<file path="src/rtl/classify_ctrl_pkg.sv">
// Shared types for the pixel classifier sequencer: FSM state encoding
// and the 2-bit classification codes written into the mask buffer.
package classify_pkg;

   typedef enum logic [1:0] {
      IDLE     = 2'd0,
      WAIT_SOF = 2'd1,
      TRAIN    = 2'd2,
      DETECT   = 2'd3
   } ctrl_state_t;

   typedef enum logic [1:0] {
      BG        = 2'd0,
      FG        = 2'd1,
      SHADOW    = 2'd2,
      HIGHLIGHT = 2'd3
   } class_code_t;

endpackage

</file>
<file path="src/rtl/classify_ctrl_if.sv">
// Camera pixel stream bundle: strobe, start-of-frame marker and {R,G,B}.
// The camera front end drives it (master); the sequencer consumes it (slave).
interface classify_ctrl_if;
   logic        valid;
   logic        sof;
   logic [23:0] rgb;

   modport master (output valid, sof, rgb);
   modport slave  (input  valid, sof, rgb);
endinterface

</file>
<file path="src/rtl/classify_ctrl_delay_line.sv">
// Fixed-depth register pipeline used to align pixel side-band data with the
// model BRAM read data and with the classifier result. Reset clears every
// stage so nothing in flight survives a reset.
module delay_line #(
   parameter int WIDTH = 1,
   parameter int DEPTH = 1
) (
   input  logic             clk,
   input  logic             rst,
   input  logic [WIDTH-1:0] din,
   output logic [WIDTH-1:0] dout
);

   logic [WIDTH-1:0] stage [DEPTH];

   // shift one stage per clock
   always_ff @(posedge clk) begin
      if (rst) begin
         for (int i = 0; i < DEPTH; i++) stage[i] <= '0;
      end else begin
         stage[0] <= din;
         for (int i = 1; i < DEPTH; i++) stage[i] <= stage[i-1];
      end
   end

   assign dout = stage[DEPTH-1];

endmodule

</file>
<file path="src/rtl/classify_ctrl.sv">
// Frame-level sequencer for the background-subtraction classifier.
// Trains the background model for TRAIN_FRAMES frames, then in detection
// issues model reads, aligns pixels with model data, feeds the classifier
// and writes each 2-bit result into the mask buffer.
// Optional build macro CLASSIFY_CTRL_STATS_EN adds fg_count_out, the number
// of FG mask writes in the most recently completed detection frame.
//
// state    | meaning
// ---------+---------------------------------------------------------
// IDLE     | stopped; pixels ignored, waits for start_in
// WAIT_SOF | armed; waits for sof to enter TRAIN (or DETECT once trained)
// TRAIN    | pixels go to the model updater, frames counted
// DETECT   | pixels read the model and flow through the classifier
module classify_ctrl
   import classify_pkg::*;
#(
   parameter int H_PIXELS     = 320,
   parameter int V_PIXELS     = 240,
   parameter int TRAIN_FRAMES = 16,
   parameter int MODEL_RD_LAT = 2,
   parameter int CLASS_LAT    = 2,
   parameter int ADDR_W       = $clog2(H_PIXELS*V_PIXELS)
) (
   input  logic              clk,
   input  logic              rst,
   input  logic              start_in,
   input  logic              stop_in,
   classify_ctrl_if.slave    pix,
   output logic              model_rd_en_out,
   output logic [ADDR_W-1:0] model_addr_out,
   output logic              train_valid_out,
   output logic [ADDR_W-1:0] train_addr_out,
   output logic              class_valid_out,
   output logic [23:0]       class_rgb_out,
   input  logic [1:0]        class_result_in,
   output logic              mask_we_out,
   output logic [ADDR_W-1:0] mask_addr_out,
   output logic [1:0]        mask_data_out,
   output logic [1:0]        state_out,
   output logic              frame_done_out,
   output logic              overrun_out
`ifdef CLASSIFY_CTRL_STATS_EN
   ,output logic [ADDR_W:0]  fg_count_out
`endif
);

   localparam logic [ADDR_W-1:0] LAST_ADDR = ADDR_W'(H_PIXELS*V_PIXELS - 1);
   localparam int                FC_W      = (TRAIN_FRAMES > 1) ? $clog2(TRAIN_FRAMES) : 1;
   localparam logic [FC_W-1:0]   FC_LAST   = FC_W'(TRAIN_FRAMES - 1);
   localparam int                MP_W      = 1 + 24 + ADDR_W;
   localparam int                CP_W      = 1 + ADDR_W;

   ctrl_state_t       state;
   logic [ADDR_W-1:0] cur_addr;
   logic [FC_W-1:0]   frame_cnt;
   logic              trained;
   logic              stop_flag;
   logic              ended;

   logic              in_run;
   logic              sof_go;
   logic              accept;
   logic              acc_train;
   logic              acc_detect;
   logic              frame_end;
   logic              early_sof;
   logic              dropped;
   logic [ADDR_W-1:0] pix_addr;

   // pixel acceptance and address of the current pixel
   always_comb begin
      pix_addr   = pix.sof ? '0 : cur_addr;
      in_run     = (state == TRAIN) || (state == DETECT);
      sof_go     = (state == WAIT_SOF) && pix.valid && pix.sof && !stop_in;
      accept     = in_run && pix.valid && (pix.sof || !ended);
      acc_train  = ((state == TRAIN) && accept) || (sof_go && !trained);
      acc_detect = ((state == DETECT) && accept) || (sof_go && trained);
      frame_end  = accept && (pix_addr == LAST_ADDR);
      early_sof  = accept && pix.sof && (cur_addr != '0);
      dropped    = in_run && pix.valid && !pix.sof && ended;
   end

   assign train_valid_out = acc_train;
   assign train_addr_out  = acc_train ? pix_addr : '0;
   assign model_rd_en_out = acc_detect;
   assign model_addr_out  = acc_detect ? pix_addr : '0;
   assign state_out       = state;

   // sequencer FSM: state, pixel/frame counters, stop arming, overrun flag
   always_ff @(posedge clk) begin
      if (rst) begin
         state          <= IDLE;
         cur_addr       <= '0;
         frame_cnt      <= '0;
         trained        <= 1'b0;
         stop_flag      <= 1'b0;
         ended          <= 1'b0;
         frame_done_out <= 1'b0;
         overrun_out    <= 1'b0;
      end else begin
         frame_done_out <= frame_end;
         case (state)
            IDLE: begin
               if (start_in) begin
                  state       <= WAIT_SOF;
                  overrun_out <= 1'b0;
                  frame_cnt   <= '0;
                  trained     <= 1'b0;
                  stop_flag   <= 1'b0;
                  cur_addr    <= '0;
                  ended       <= 1'b0;
               end
            end
            WAIT_SOF: begin
               if (stop_in) begin
                  state <= IDLE;
               end else if (sof_go) begin
                  state    <= trained ? DETECT : TRAIN;
                  cur_addr <= ADDR_W'(1);
                  ended    <= 1'b0;
               end
            end
            TRAIN, DETECT: begin
               if (stop_in) stop_flag <= 1'b1;
               if (early_sof || dropped) overrun_out <= 1'b1;
               if (accept) begin
                  if (frame_end) begin
                     cur_addr <= '0;
                     ended    <= 1'b1;
                     if (stop_flag || stop_in) begin
                        state <= IDLE;
                     end else if (state == TRAIN) begin
                        if (frame_cnt == FC_LAST) begin
                           state     <= WAIT_SOF;
                           trained   <= 1'b1;
                           frame_cnt <= '0;
                        end else begin
                           frame_cnt <= frame_cnt + 1'b1;
                        end
                     end
                  end else begin
                     cur_addr <= pix_addr + 1'b1;
                     ended    <= 1'b0;
                  end
               end
            end
            default: state <= IDLE;
         endcase
      end
   end

   logic [MP_W-1:0]   model_pipe_q;
   logic [CP_W-1:0]   class_pipe_q;
   logic [ADDR_W-1:0] class_addr;
   logic [23:0]       model_rgb;

   assign model_rgb = acc_detect ? pix.rgb : 24'd0;

   delay_line #(.WIDTH(MP_W), .DEPTH(MODEL_RD_LAT)) u_model_align (
      .clk  (clk),
      .rst  (rst),
      .din  ({acc_detect, model_rgb, model_addr_out}),
      .dout (model_pipe_q)
   );

   assign {class_valid_out, class_rgb_out, class_addr} = model_pipe_q;

   // classifier output qualified by our own delayed valid, not its valid_out
   delay_line #(.WIDTH(CP_W), .DEPTH(CLASS_LAT)) u_class_align (
      .clk  (clk),
      .rst  (rst),
      .din  ({class_valid_out, class_addr}),
      .dout (class_pipe_q)
   );

   assign {mask_we_out, mask_addr_out} = class_pipe_q;
   assign mask_data_out = mask_we_out ? class_result_in : 2'b00;

`ifdef CLASSIFY_CTRL_STATS_EN
   logic [ADDR_W:0] fg_cnt;
   logic [ADDR_W:0] fg_next;
   logic            is_fg;

   // frame boundaries taken at the mask side so the count matches the writes
   always_comb begin
      is_fg   = mask_we_out && (mask_data_out == 2'(FG));
      fg_next = ((mask_addr_out == '0) ? '0 : fg_cnt) + (ADDR_W+1)'(is_fg);
   end

   // per-frame FG counter, published after the frame's last mask write
   always_ff @(posedge clk) begin
      if (rst) begin
         fg_cnt       <= '0;
         fg_count_out <= '0;
      end else if (mask_we_out) begin
         fg_cnt <= fg_next;
         if (mask_addr_out == LAST_ADDR) fg_count_out <= fg_next;
      end
   end
`endif

endmodule

</file>
<file path="src/flat_wrapper.sv">
// flat-port wrapper written by rule: the top's interface ports become plain ports
module classify_ctrl_flat import classify_pkg::*;
#(
   parameter int H_PIXELS     = 320,
   parameter int V_PIXELS     = 240,
   parameter int TRAIN_FRAMES = 16,
   parameter int MODEL_RD_LAT = 2,
   parameter int CLASS_LAT    = 2,
   parameter int ADDR_W       = $clog2(H_PIXELS*V_PIXELS)
)
  (clk, rst, start_in, stop_in, model_rd_en_out, model_addr_out, train_valid_out, train_addr_out, class_valid_out, class_rgb_out, class_result_in, mask_we_out, mask_addr_out, mask_data_out, state_out, frame_done_out, overrun_out, pix_valid, pix_sof, pix_rgb);
  classify_ctrl_if pix_i ();
  input  logic clk;
  input  logic rst;
  input  logic start_in;
  input  logic stop_in;
  output logic model_rd_en_out;
  output logic [ADDR_W-1:0] model_addr_out;
  output logic train_valid_out;
  output logic [ADDR_W-1:0] train_addr_out;
  output logic class_valid_out;
  output logic [23:0] class_rgb_out;
  input  logic [1:0] class_result_in;
  output logic mask_we_out;
  output logic [ADDR_W-1:0] mask_addr_out;
  output logic [1:0] mask_data_out;
  output logic [1:0] state_out;
  output logic frame_done_out;
  output logic overrun_out;
  input wire logic [$bits(pix_i.valid)-1:0] pix_valid;
  input wire logic [$bits(pix_i.sof)-1:0] pix_sof;
  input wire logic [$bits(pix_i.rgb)-1:0] pix_rgb;
  assign pix_i.valid = pix_valid;
  assign pix_i.sof = pix_sof;
  assign pix_i.rgb = pix_rgb;
  classify_ctrl #(.H_PIXELS(H_PIXELS), .V_PIXELS(V_PIXELS), .TRAIN_FRAMES(TRAIN_FRAMES), .MODEL_RD_LAT(MODEL_RD_LAT), .CLASS_LAT(CLASS_LAT), .ADDR_W(ADDR_W)) u_core (.clk(clk), .rst(rst), .start_in(start_in), .stop_in(stop_in), .pix(pix_i), .model_rd_en_out(model_rd_en_out), .model_addr_out(model_addr_out), .train_valid_out(train_valid_out), .train_addr_out(train_addr_out), .class_valid_out(class_valid_out), .class_rgb_out(class_rgb_out), .class_result_in(class_result_in), .mask_we_out(mask_we_out), .mask_addr_out(mask_addr_out), .mask_data_out(mask_data_out), .state_out(state_out), .frame_done_out(frame_done_out), .overrun_out(overrun_out));
endmodule
</file>
<file path="config.mk">
export PLATFORM = sky130hd
export DESIGN_NAME = classify_ctrl_flat
export DESIGN_NICKNAME = d
export VERILOG_FILES = /design/src/rtl/classify_ctrl_pkg.sv /design/src/rtl/classify_ctrl_if.sv /design/src/rtl/classify_ctrl_delay_line.sv /design/src/rtl/classify_ctrl.sv /design/src/flat_wrapper.sv
export SDC_FILE = /design/constraint.sdc
export NUM_CORES = 1
export LEC_CHECK = 0
export ABC_AREA = 1
export CAP_MARGIN = 15
export CORE_MARGIN = 2
export CORE_UTILIZATION = 35
export DETAILED_ROUTE_END_ITERATION = 8
export SYNTH_ARGS = -nofsm -noshare
export SYNTH_HDL_FRONTEND = slang
export SYNTH_SLANG_ARGS = --single-unit
</file>
<file path="constraint.sdc">
create_clock -name clk -period 4 [get_ports clk]
set_clock_uncertainty 0.05 [all_clocks]
set_input_delay 0.6 -clock clk [delete_from_list [all_inputs] [get_ports clk]]
set_output_delay 0.6 -clock clk [all_outputs]
set_load 0.005 [all_outputs]
</file>
==> impl_metrics.csv <==
group,metric,value,unit
logic_synthesis,yosys.cell_count.top_type,"sky130_fd_sc_hd__nor2_1",
sta,final.setup.tns,0,ns
floorplanning,die-area,17600,sq um
layout,multi_input_comb_area,1830,sq um
sta,layout_min_cycle_time,3.25,ns
pwr,design_power_total,3.11,mW
worst_setup_path,timing.rr.start,"u_core.state_out[1]$_SDFFE_PP0P_",
sta,final_period_util,81.2,%
floorplanning,die_width,133,microns
logic_synthesis,complex_gate_fraction_of_the_synthesized_area,2.98,%
run_status,result_of_the_run,"complete, no violations",
clocking,htree_num_levels,4,
clocking,clock_tree_from_tritoncts,"yes",
drt,route.vias.total,4291,
floorplanning,initial_utilization,35.3,%
placement,weighted_congestion_reported_at_the_end_of_routability_driven_placement,0.872,
pwr,worst_ir_drop_vdd,318,uV
logic_synthesis,synth_cells,759,
logic_synthesis,synth_enable_flop_cells,0,
floorplanning,chipHeight,133,microns
logic_synthesis,synthesis.area_per_instance,7.64,sq um
worst_setup_path,timing.critical_path.from_type,"input port",
min_path,min-delay-start,"u_core.u_model_align.stage[0][46]$_SDFF_PP0_",
drt,wl,12100,microns
layout,num-fill-cells,1655,
sta,setup_viol_count_final,0,
drt,route.detailed.vias_per_inst,4.02,
floorplanning,io_pins,117,
floorplanning,placement_rows,47,
drt,routedWlPerCell,11.3,microns
logic_synthesis,synth.mux.area_fraction,0,%
clocking,clk_transition_reported_paths,0.06,ns
worst_setup_path,critPathMaxFanout,18,
min_path,hold_class,"reg -> reg",
logic_synthesis,yosys.area_share.xor_xnor,1.21,%
drt,detailedRoute.firstIterationViolations,189,
logic_synthesis,most_used_flip_flop_cell_after_synthesis,"sky130_fd_sc_hd__dfxtp_1",
logic_synthesis,cell_area_after_technology_mapping,5800,sq um
layout,final_core_util,44.9,%
global_routing,grt_start_max_net_pins,70,
clocking,clockRootBuffer,"sky130_fd_sc_hd__clkbuf_16",
drt,route.antenna.remaining_nets,0,
sta,setup_repair_after_global_routing_missed_its_margin,"no",
logic_synthesis,synth.net_count,793,
worst_setup_path,reg2reg_setup_slack,1.61,ns
logic_synthesis,synth_area_leaders,"sky130_fd_sc_hd__dfxtp_1 (51%), sky130_fd_sc_hd__nor2_1 (13%), sky130_fd_sc_hd__inv_1 (9.2%), sky130_fd_sc_hd__nand2_1 (5.9%), sky130_fd_sc_hd__buf_4 (5.7%)",
logic_synthesis,yosysSeqAreaShare,51.1,%
worst_setup_path,worst-r2r-cell-count,11,
sta,maxSlewViolCount,0,
pwr,power_leakage,2.85,nW
pwr,p_per_area,423,nW/um^2
job,max-cap-violations,0,
layout,final-seq-area,2960,sq um
global_routing,grt_antenna_before_repair,0,
sta,report.final.hold_viol_count,0,
placement,hpwl,8530,microns
global_routing,global_route.usage.total,14.3,%
layout,nNetsFinal,869,
logic_synthesis,synth_top_area_cell,"sky130_fd_sc_hd__dfxtp_1",
drt,dr.pass1.iters,4,
layout,drive_above_1_share,10.0,%
logic_synthesis,synth-warning-count,0,
drt,post-route-drc-count,0,
logic_synthesis,simple_gate_area_share_of_the_yosys_netlist,26.9,%
worst_setup_path,crit_arrival,2.60,ns
worst_setup_path,timing.critical_path.to,"model_addr_out[2]",
logic_synthesis,synth_adder_area_share,0.432,%
clocking,cts_resized,0,
worst_setup_path,critPathLaunch,"pix_sof",
logic_synthesis,post_synth_top_cells,"sky130_fd_sc_hd__nor2_1 (198), sky130_fd_sc_hd__dfxtp_1 (148), sky130_fd_sc_hd__inv_1 (142)",
sta,tightestPinTransition,0.846,ns
global_routing,grt_pass1_wl,20000,microns
logic_synthesis,postSynth.asyncResetShare,0,%
clocking,clock_sinks,148,
clocking,cts-root-to-sink-buffers,2,
sta,fmax,308,MHz
layout,diodes,0,
worst_setup_path,timing.critical_path.required,3.35,ns
logic_synthesis,synth_top_cell_area_share,51.1,%
logic_synthesis,largest_family_of_logic_cells_by_synthesized_area,"simple AND/OR/NAND/NOR gates",
clocking,insertion_delay_to_the_later_sink_of_the_worst_skew_pair,0.41,ns
worst_setup_path,class_of_the_most_critical_setup_path,"in -> out",
floorplanning,placeableCoreArea,16400,sq um
clocking,number_of_buffers_created_by_cts,17,
worst_setup_path,setup.worst_path.end_class,"output pin",
placement,port-buffer-count,116,
global_routing,first_global_vias,3972,
worst_setup_path,rr_endpoint,"u_core.u_model_align.stage[0][14]$_SDFF_PP0_",
sta,worst_slew_margin_rel,43.5,%
logic_synthesis,ys_types,32,
sta,tightest_hold_margin,0.348,ns
global_routing,grt_overflow,0,
layout,area_delta_synth_final,27.1,%
clocking,ctsHoldBuffers,0,
logic_synthesis,ys_seq_elements,148,
clocking,post-cts-setup-buffers,0,
## critical path, cell delays in order
cell and delay, ns:
sky130_fd_sc_hd__clkdlybuf4s50_1 0.57, sky130_fd_sc_hd__inv_4 0.13, sky130_fd_sc_hd__nand2_2 0.09, sky130_fd_sc_hd__nand2_2 0.07, sky130_fd_sc_hd__inv_1 0.07, sky130_fd_sc_hd__nand2_1 0.06
sky130_fd_sc_hd__nand2_2 0.08, sky130_fd_sc_hd__inv_2 0.14, sky130_fd_sc_hd__nor2_1 0.23, sky130_fd_sc_hd__clkdlybuf4s50_1 0.54
## worst min path at each step
stage	end	slack, ns	depth (start not counted)
floorplan	u_core.u_class_align.stage[0][0]$_SDFF_PP0_	0.34	2
global placement	u_core.u_model_align.stage[0][76]$_SDFF_PP0_	0.34	2
detailed placement	u_core.u_model_align.stage[0][67]$_SDFF_PP0_	0.34	2
CTS	u_core.u_model_align.stage[0][51]$_SDFF_PP0_	0.35	2
global route	u_core.u_model_align.stage[0][56]$_SDFF_PP0_	0.36	2
finish	u_core.u_class_align.stage[0][4]$_SDFF_PP0_	0.35	2
## through the flow
step,instances,cell area [sq um],setup slack [ns]
CTS,1067,7370,0.763
global route,1067,7370,0.651
finish,1067,7370,0.752
global placement,1036,6820,0.781
floorplan,759,5800,1.72
detailed placement,1036,6820,0.763
## per-layer routing
metal  routed length, microns  track usage, %
met5                        0               0
met4                      257            5.91
met1                     5570            17.8
met3                      419            3.72
met2                     5850            23.7
## flip-flops by register name, summed over array words and instances, names as in the netlist
register and count:
u_core.u_class_align.stage 36, u_core.cur_addr 17, u_core.state_out 2, u_core.ended 1, u_core.trained 1, u_core.frame_cnt 4, u_core.stop_flag 1, u_core.overrun_out 1
u_core.frame_done_out 1, u_core.u_model_align.stage 84
## cells in the final DEF (no fill, tap or decap), types with 3 or more instances in the layout
cell type / instances
sky130_fd_sc_hd__a21oi_1: 12
sky130_fd_sc_hd__dfxtp_1: 148
sky130_fd_sc_hd__nand4_1: 10
sky130_fd_sc_hd__nor2_4: 4
sky130_fd_sc_hd__nor3_1: 4
sky130_fd_sc_hd__a21oi_2: 7
sky130_fd_sc_hd__nand2_2: 8
sky130_fd_sc_hd__clkinvlp_4: 3
sky130_fd_sc_hd__nand2_1: 91
sky130_fd_sc_hd__o21ai_0: 6
sky130_fd_sc_hd__nor2_2: 15
sky130_fd_sc_hd__clkinv_4: 3
sky130_fd_sc_hd__buf_4: 4
sky130_fd_sc_hd__inv_6: 5
sky130_fd_sc_hd__xor2_1: 7
sky130_fd_sc_hd__clkdlybuf4s50_1: 115
sky130_fd_sc_hd__nand3_2: 3
sky130_fd_sc_hd__clkbuf_16: 17
sky130_fd_sc_hd__inv_1: 142
sky130_fd_sc_hd__nor2_1: 198
sky130_fd_sc_hd__nand3_1: 21
sky130_fd_sc_hd__inv_2: 7
## power by group
part           switching, mW  internal (mW)  total (mW)
combinational         0.0963         0.0590       0.155
sequential           0.00980           1.48        1.49
clock                  0.658          0.808        1.47
## area by class of cell
type | instances | area share, %
clock buffers | 17 | 5.78
clock inverters | 14 | 1.63
inverters | 152 | 7.80
multi-input cells | 397 | 24.8
flip-flops and latches | 148 | 40.2
well taps | 220 | 3.74
repair buffers | 119 | 16.0
## cells by family (layout without fill, tap and decap cells)
logic type               count (synthesis)  in the layout
flip-flops                             148            148
buffers and inverters                  214            302
AO/OA/AOI/OAI                           27             27
AND/OR/NAND/NOR                        360            360
XOR/XNOR                                 8              8
adder cells (fa/ha/maj)                  2              2
Note: power is estimated with default switching activity, not from simulation.
